**src/rtl/if_fetch.sv**
```systemverilog
// Instruction fetch unit: assembles a 32-bit little-endian instruction from four
// byte requests, presents it with its PC, and honours stall and redirect.
module if_fetch (
  input  logic        clk,
  input  logic        rst,
  input  logic        stall_i,
  input  logic        jmp_i,
  input  logic [31:0] jmp_addr_i,
  output logic        mem_req_o,
  output logic [31:0] mem_addr_o,
  input  logic        mem_gnt_i,
  input  logic [7:0]  mem_data_i,
  output logic [31:0] pc_o,
  output logic [31:0] npc_o,
  output logic [31:0] prediction_o,
  output logic [31:0] inst_o,
  output logic        inst_valid_o
);

  localparam logic [31:0] BUBBLE = 32'h0000_0000;

  typedef enum logic [1:0] {IDLE, FETCH, DONE} state_e;

  state_e      state_q, state_d;
  logic [1:0]  cnt_q, cnt_d;
  logic [31:0] fpc_q, fpc_d;
  logic [23:0] buf_q, buf_d;
  logic [31:0] pc_q, pc_d;
  logic [31:0] npc_q, npc_d;
  logic [31:0] inst_q, inst_d;
  logic        vld_q, vld_d;

  always_comb begin
    state_d = state_q;
    cnt_d   = cnt_q;
    fpc_d   = fpc_q;
    buf_d   = buf_q;
    pc_d    = pc_q;
    npc_d   = npc_q;
    inst_d  = inst_q;
    vld_d   = vld_q;

    if (rst) begin
      state_d = IDLE;
      cnt_d   = 2'd0;
      fpc_d   = 32'h0;
      pc_d    = 32'h0;
      npc_d   = 32'h0;
      inst_d  = BUBBLE;
      vld_d   = 1'b0;
    end else if (jmp_i) begin
      // Redirect wins over stall and over a same-cycle grant; partial word dropped.
      state_d = FETCH;
      cnt_d   = 2'd0;
      fpc_d   = jmp_addr_i;
      inst_d  = BUBBLE;
      vld_d   = 1'b0;
    end else begin
      case (state_q)
        IDLE: begin
          state_d = FETCH;
          cnt_d   = 2'd0;
        end
        FETCH: begin
          if (mem_gnt_i) begin
            cnt_d = cnt_q + 2'd1;
            case (cnt_q)
              2'd0: buf_d[7:0]   = mem_data_i;
              2'd1: buf_d[15:8]  = mem_data_i;
              2'd2: buf_d[23:16] = mem_data_i;
              default: begin
                state_d = DONE;
                inst_d  = {mem_data_i, buf_q};
                pc_d    = fpc_q;
                npc_d   = fpc_q + 32'd4;
                vld_d   = 1'b1;
              end
            endcase
          end
        end
        DONE: begin
          if (!stall_i) begin
            state_d = FETCH;
            cnt_d   = 2'd0;
            fpc_d   = fpc_q + 32'd4;
            inst_d  = BUBBLE;
            vld_d   = 1'b0;
          end
        end
        default: state_d = IDLE;
      endcase
    end
  end

  always_ff @(posedge clk) begin
    state_q <= state_d;
    cnt_q   <= cnt_d;
    fpc_q   <= fpc_d;
    buf_q   <= buf_d;
    pc_q    <= pc_d;
    npc_q   <= npc_d;
    inst_q  <= inst_d;
    vld_q   <= vld_d;
  end

  // Request is suppressed while reset is asserted so an aborted fetch issues nothing.
  assign mem_req_o    = (state_q == FETCH) && !rst;
  assign mem_addr_o   = fpc_q + {30'd0, cnt_q};
  assign pc_o         = pc_q;
  assign npc_o        = npc_q;
  assign prediction_o = npc_q;
  assign inst_o       = inst_q;
  assign inst_valid_o = vld_q;

endmodule

```
**config.mk**
```make
export PLATFORM = sky130hd
export DESIGN_NAME = if_fetch
export DESIGN_NICKNAME = d
export VERILOG_FILES = /design/src/rtl/if_fetch.sv
export SDC_FILE = /design/constraint.sdc
export NUM_CORES = 1
export LEC_CHECK = 0
export ABC_CLOCK_PERIOD_IN_PS = 2300
export BUFFER_PORTS_ARGS = -buffer_cell sky130_fd_sc_hd__buf_2
export CORE_ASPECT_RATIO = 0.7
export CORE_MARGIN = 4
export CORE_UTILIZATION = 30
export CTS_BUF_LIST = sky130_fd_sc_hd__clkbuf_8
export DETAILED_ROUTE_END_ITERATION = 8
export PLACE_DENSITY = 0.51
export SKIP_CTS_REPAIR_TIMING = 1
export SYNTH_ARGS = -nofsm -noshare
export SYNTH_HDL_FRONTEND = slang
export SYNTH_SLANG_ARGS = --single-unit
export TNS_END_PERCENT = 10
```
**constraint.sdc**
```tcl
create_clock -name clk -period 2.3 [get_ports clk]
set_input_delay 0.23 -clock clk [delete_from_list [all_inputs] [get_ports clk]]
set_output_delay 0.23 -clock clk [all_outputs]
set_load 0.005 [all_outputs]
```
==> results.cfg, run 1 <==
[status]
outcome = finished, violations left
violations = setup timing

[global_routing]
grt_pass1_vias = 6507
grt_max_degree = 101
groute.usage.overall_pct = 17.8
grt_pass1_wl_mm = 39.0
antenna_found_initial = 2
grt-ovfl-total = 0

[floorplan]
rows = 48
initial_core_util_pct = 30.6
die-area_um2 = 27900
io_pins = 207
core_area_um2 = 24700
die_h_um = 141
die_x_um = 198

[synth]
synth_area_um2 = 7570
syn_inst = 888
ys_ff_latch = 155
yosysUniqueCellTypes = 55
yosysWarnings = 0
ys_seq_area_share_pct = 44.2
async_flop_share_pct = 0
ys.flop_type = dfxtp_1
syn_nets = 941
synth-edff-count = 24
avgSynthCellArea_um2 = 8.52

[cts]
cts_tree = built
clk_latency_ps = 480
cts.path.max_buffers = 2
cts_inserted_buffers = 17
clk_transition_reported_paths_ps = 90
cts_max_level = 4
root_buffer = clkbuf_8
cts.sinks = 155

[route]
drc = 0
totalWireLength_mm = 25.8
ant_nets = 0
drt_iter0_drc = 500
avgViaCountPerCell = 5.08
vias = 7154
wl_per_cell_um = 18.3
drtPass1Iterations = 4

[worst_setup_path]
cp_max_fo = 7
reg2reg_from = fpc_q[2]
slowest_delay_ps = 410
cp_num_buf_inv = 3
critical_path_arrival_ps = 2170
r2r-end = fpc_q[20]
worst_path_max_delay_cell = fa_2
criticalPathCategory = reg2out
worst_setup_path_end_kind = primary output
critical_path.top_delay_family = adder cells
worstPathRequired_ps = 2070
startpoint = fpc_q[0]
cp_cell_sequence = ha_4 > inv_2 > fa_2 > buf_8 > nor4_4 > xor2_1 > buf_2
rr_worst_depth = 6
start_kind = flip-flop
r2r_slack_ps = 150

[power_and_ir_drop]
p_leak_uw = 0.00389
power_per_cell_area_nw_per_um2 = 559
peakVddDrop_uv = 367

[sta]
clock_skew_ps = 18.0
worst_slew_pin_slew_ps = 505
setup_ws_ps = -99.4
rsz0062_at_grt = yes
hold_violations = 0
min_period_over_period_pct = 104
drv_slew = 0
fmax_ghz = 0.417
setup_viol = 9
final.setup.tns_ps = -392
relSlewSlack_pct = 66.4
post-route-min-period_ps = 2400

[final_layout]
diodes = 0
final_common_cell = buf_2
fin_cells = 1408
seq_area_um2 = 3380
area_growth_pct = 28.4
fin_nets = 1123
layout_common_cells = buf_2, nand2_1, dfxtp_1
fillerInstances = 2574
final_core_util_pct = 39.3
drive_above_1_share_pct = 34.3
multiInputGateArea_um2 = 3740

[hold_path]
worst_hold_path.endpoint = fpc_q[19]
hold_depth = 3
hold_start = jmp_addr_i[19]
hold_path_class = in2reg

[placement]
place_congestion = 0.802
place_hpwl_mm = 17.4
portBuffers = 206
dp_cells = 1352
preCtsSetupSlack_ps = 76.6

[flow_run]
drv_cap = 0
[stage by stage]
step                      total power (uW)  hold slack [ps]  area [um2]
after floorplan                       3140              329        7570
after global placement                3340              442        8810
after detailed placement              3340              445        8810
after CTS                             5460            -35.0        9190
after global routing                  5690             6.31        9720
final                                 5430             13.0        9720
[routing by layer]
layer | vias up | GRT usage (%) | routed length (um)
met1 | 3454 | 27.9 | 13200
met5 | - | 0 | 13
met4 | 2 | 3.37 | 175
met3 | 13 | 5.09 | 1940
li1 | 3469 | - | -
met2 | 216 | 24.0 | 10500
[worst register-to-register path, delay by kind of cell (launching register included)]
family | cells | cell delay [ps]
simple gates | 3 | 1150
flops | 1 | 370
compound gates | 1 | 250
buf+inv | 1 | 150
fa+ha+maj | 1 | 140
[sequential cells by signal, indices dropped and copies added, names as in the netlist]
name	flops
state_q	2
pc_o	32
fpc_q	32
npc_o	30
buf_q	24
cnt_q	2
inst_valid_o	1
inst_o	32
[synthesized netlist by cell type, types with 3 or more instances]
cell | n | area (um2)
xor2_1 | 29 | 254
dfxtp_1 | 131 | 2620
clkbuf_1 | 47 | 176
o41a_1 | 4 | 45.0
buf_2 | 24 | 120
buf_1 | 8 | 30.0
edfxtp_1 | 24 | 721
o41ai_1 | 3 | 26.3
xnor2_1 | 23 | 201
a311oi_1 | 28 | 245
nand4b_1 | 4 | 35.0
a2111oi_1 | 3 | 30.0
nand3_1 | 49 | 245
ha_1 | 7 | 87.6
a21oi_1 | 75 | 375
and2_1 | 6 | 37.5
and3_1 | 3 | 18.8
nand4_1 | 18 | 113
a211oi_1 | 21 | 158
o31ai_1 | 13 | 97.6
and4_1 | 7 | 61.3
nor3b_1 | 3 | 22.5
nor3_1 | 17 | 85.1
nand2_1 | 123 | 462
buf_4 | 44 | 330
or3_1 | 13 | 81.3
inv_1 | 12 | 45.0
nor4_1 | 15 | 93.8
or4_1 | 9 | 67.6
o21ai_0 | 15 | 75.1
nor2b_1 | 4 | 25.0
nor2_1 | 78 | 293
[logic make-up (layout without fill, tap and decap cells)]
logic type	after synthesis	count (layout)	synth area share, %
compound gates	170	170	14.8
xor+xnor	52	52	6.02
fa+ha+maj	8	8	1.42
buf+inv	138	330	9.62
flops	155	155	44.2
mux	2	2	0.265
simple gates	363	366	23.7
[power breakdown]
part | internal, uW | switching [uW] | leakage [uW]
Sequential | 2790 | 69.0 | 0.00129
Clock | 911 | 1200 | 0.000188
Combinational | 201 | 256 | 0.00242
Total | 3900 | 1530 | 0.00389
[how the worst max path moves through the flow]
stage | cells past startpoint | slack, ps | endpoint
after floorplan | 6 | 280 | mem_addr_o[26]
after global placement | 8 | 140 | mem_addr_o[18]
after detailed placement | 8 | 80 | mem_addr_o[18]
after CTS | 8 | -460 | mem_addr_o[18]
after global routing | 7 | -210 | mem_addr_o[30]
final | 7 | -100 | mem_addr_o[30]
[area by class of cell]
| class | instances | area share (%) |
|---|---|---|
| Clock inverter | 14 | 1.43 |
| Tap cell | 325 | 4.18 |
| Timing Repair Buffer | 285 | 18.1 |
| Multi-Input combinational cell | 598 | 38.5 |
| Inverter | 13 | 0.502 |
| Sequential cell | 155 | 34.8 |
| Clock buffer | 18 | 2.55 |
(Power assumes the default switching activity.)
==> inputs of run 2 (changes only) <==
- BUFFER_PORTS_ARGS: -buffer_cell sky130_fd_sc_hd__buf_2 -> -buffer_cell sky130_fd_sc_hd__buf_4
- RECOVER_POWER: unset -> 100
==> run 2 against run 1 <==
The flow still finishes with violations (setup timing). Non-clock buffer count rose by 1. Die area did not move. Via count fell by 2.3%. Setup slack improved by 23 ps. Clock power rose by 9.5%. Critical endpoint is now mem_addr_o[20].
==> results.cfg, run 2 (synthesized netlist as in run 1, its figures left out) <==
[hold_path]
hold_depth = 3
hold_path_class = in2reg

[final_layout]
final_common_cell = buf_4
fin_nets = 1122
area_growth_pct = 34.1
drive_above_1_share_pct = 32.3
diodes = 0
layout_common_cells = buf_4, nand2_1, dfxtp_1
final_core_util_pct = 41.0
fin_cells = 1407

[status]
violations = setup timing
outcome = finished, violations left

[sta]
drv_slew = 0
post-route-min-period_ps = 2380
rsz0062_at_grt = yes
fmax_ghz = 0.421
clock_skew_ps = 23.1
setup_ws_ps = -76.1
relSlewSlack_pct = 53.7
hold_violations = 0
setup_viol = 12
min_period_over_period_pct = 103
final.setup.tns_ps = -360
whs_ps = 34.9
worst_slew_pin_slew_ps = 695

[global_routing]
grt_pass1_wl_mm = 37.9
antenna_found_initial = 0
grt_max_degree = 101
grt-ovfl-total = 0
groute.usage.overall_pct = 17.3
grt_pass1_vias = 6407

[cts]
cts_max_level = 4
cts.path.max_buffers = 2
cts_inserted_buffers = 17
clk_latency_ps = 460
clk_transition_reported_paths_ps = 90
cts.sinks = 155
root_buffer = clkbuf_8
cts_tree = built

[worst_setup_path]
worstPathRequired_ps = 2070
worst_path_max_delay_cell = fa_2
slowest_delay_ps = 440
cp_num_buf_inv = 3
criticalPathCategory = reg2out
crit_cells = 7
cp_cell_sequence = ha_4 > inv_2 > fa_2 > buf_8 > nor3_2 > xor2_1 > buf_4
critical_path_arrival_ps = 2150
worst_setup_path_end_kind = primary output
cp_max_fo = 7
critical_path.top_delay_family = adder cells
start_kind = flip-flop
rr_worst_depth = 8

[route]
drt_iter0_drc = 423
drtPass1Iterations = 5
vias = 6993
totalWireLength_mm = 25.2
avgViaCountPerCell = 4.97
ant_nets = 0
wl_per_cell_um = 17.9
drc = 0

[floorplan]
rows = 48
initial_core_util_pct = 30.6
die-area_um2 = 27900
core_area_um2 = 24700
io_pins = 207
die_h_um = 141
die_x_um = 198

[power_and_ir_drop]
peakVddDrop_uv = 333
p_leak_uw = 0.00392
power_per_cell_area_nw_per_um2 = 556
finalPower_uw = 5640

[placement]
place_hpwl_mm = 17.4
portBuffers = 206
dp_cells = 1350
place_congestion = 0.805

[flow_run]
drv_cap = 0
## run 2: cell types whose count changed in the layout (fill, tap and decap cells not counted), moves of 3 or more
cell        delta
buf_2        -205
dfxtp_1        +6
clkbuf_1       +6
bufinv_16      +3
dfxtp_2        -6
nor3_1         +3
buf_4        +207
buf_6          -5
clkinvlp_4     -3
## run 2: metal layers
metal / part of all wire (%) / GRT usage, % / routed length [um] / up-vias
met2: 42 / 23.8 / 10500 / 176
met4: 1.1 / 3.91 / 267 / 0
met3: 5.6 / 4.30 / 1400 / 16
met5: 0 / 0 / 0 / -
li1: - / - / - / 3470
met1: 52 / 26.9 / 13100 / 3331
## run 2: final cells by class
type | instances | area (um2)
repair buffers | 286 | 2220
fillers | 2554 | 14600
flip-flops and latches | 155 | 3370
multi-input cells | 596 | 3670
inverters | 13 | 48.8
clock buffers | 17 | 234
well taps | 325 | 407
clock inverters | 15 | 199
## run 2: power breakdown
| part | total, uW | internal (uW) | leakage, uW | switching (uW) |
|---|---|---|---|---|
| logic | 479 | 229 | 0.00241 | 250 |
| registers | 2860 | 2790 | 0.00129 | 66.1 |
| clock network | 2310 | 1190 | 0.000224 | 1120 |
| total | 5640 | 4210 | 0.00392 | 1430 |
## run 2: worst reg2reg max path: stages (launching register included)
cell,delay [ps]
dfxtp_2,360
ha_4,150
and4_4,250
nand4_4,90
buf_12,170
clkbuf_4,180
buf_4,170
o41a_1,400
a2111oi_1,310
## run 2: path summary, 6_finish.rpt
check / to / start / slack, ps
worst max-delay path: mem_addr_o[20] / cnt_q[0] / -80
worst min-delay path: fpc_q[31] / jmp_addr_i[31] / 30
worst max register to register: fpc_q[30] / fpc_q[3] / 100
worst min register to register: pc_o[23] / pc_o[23] / 460
## run 2: stage by stage
step | setup WS (ps) | instance area [um2]
after floorplan | 278 | 7570
after detailed placement | 63.3 | 9310
after global routing | -248 | 10100
after CTS | -450 | 9740
final | -76.1 | 10100
after global placement | 141 | 9310
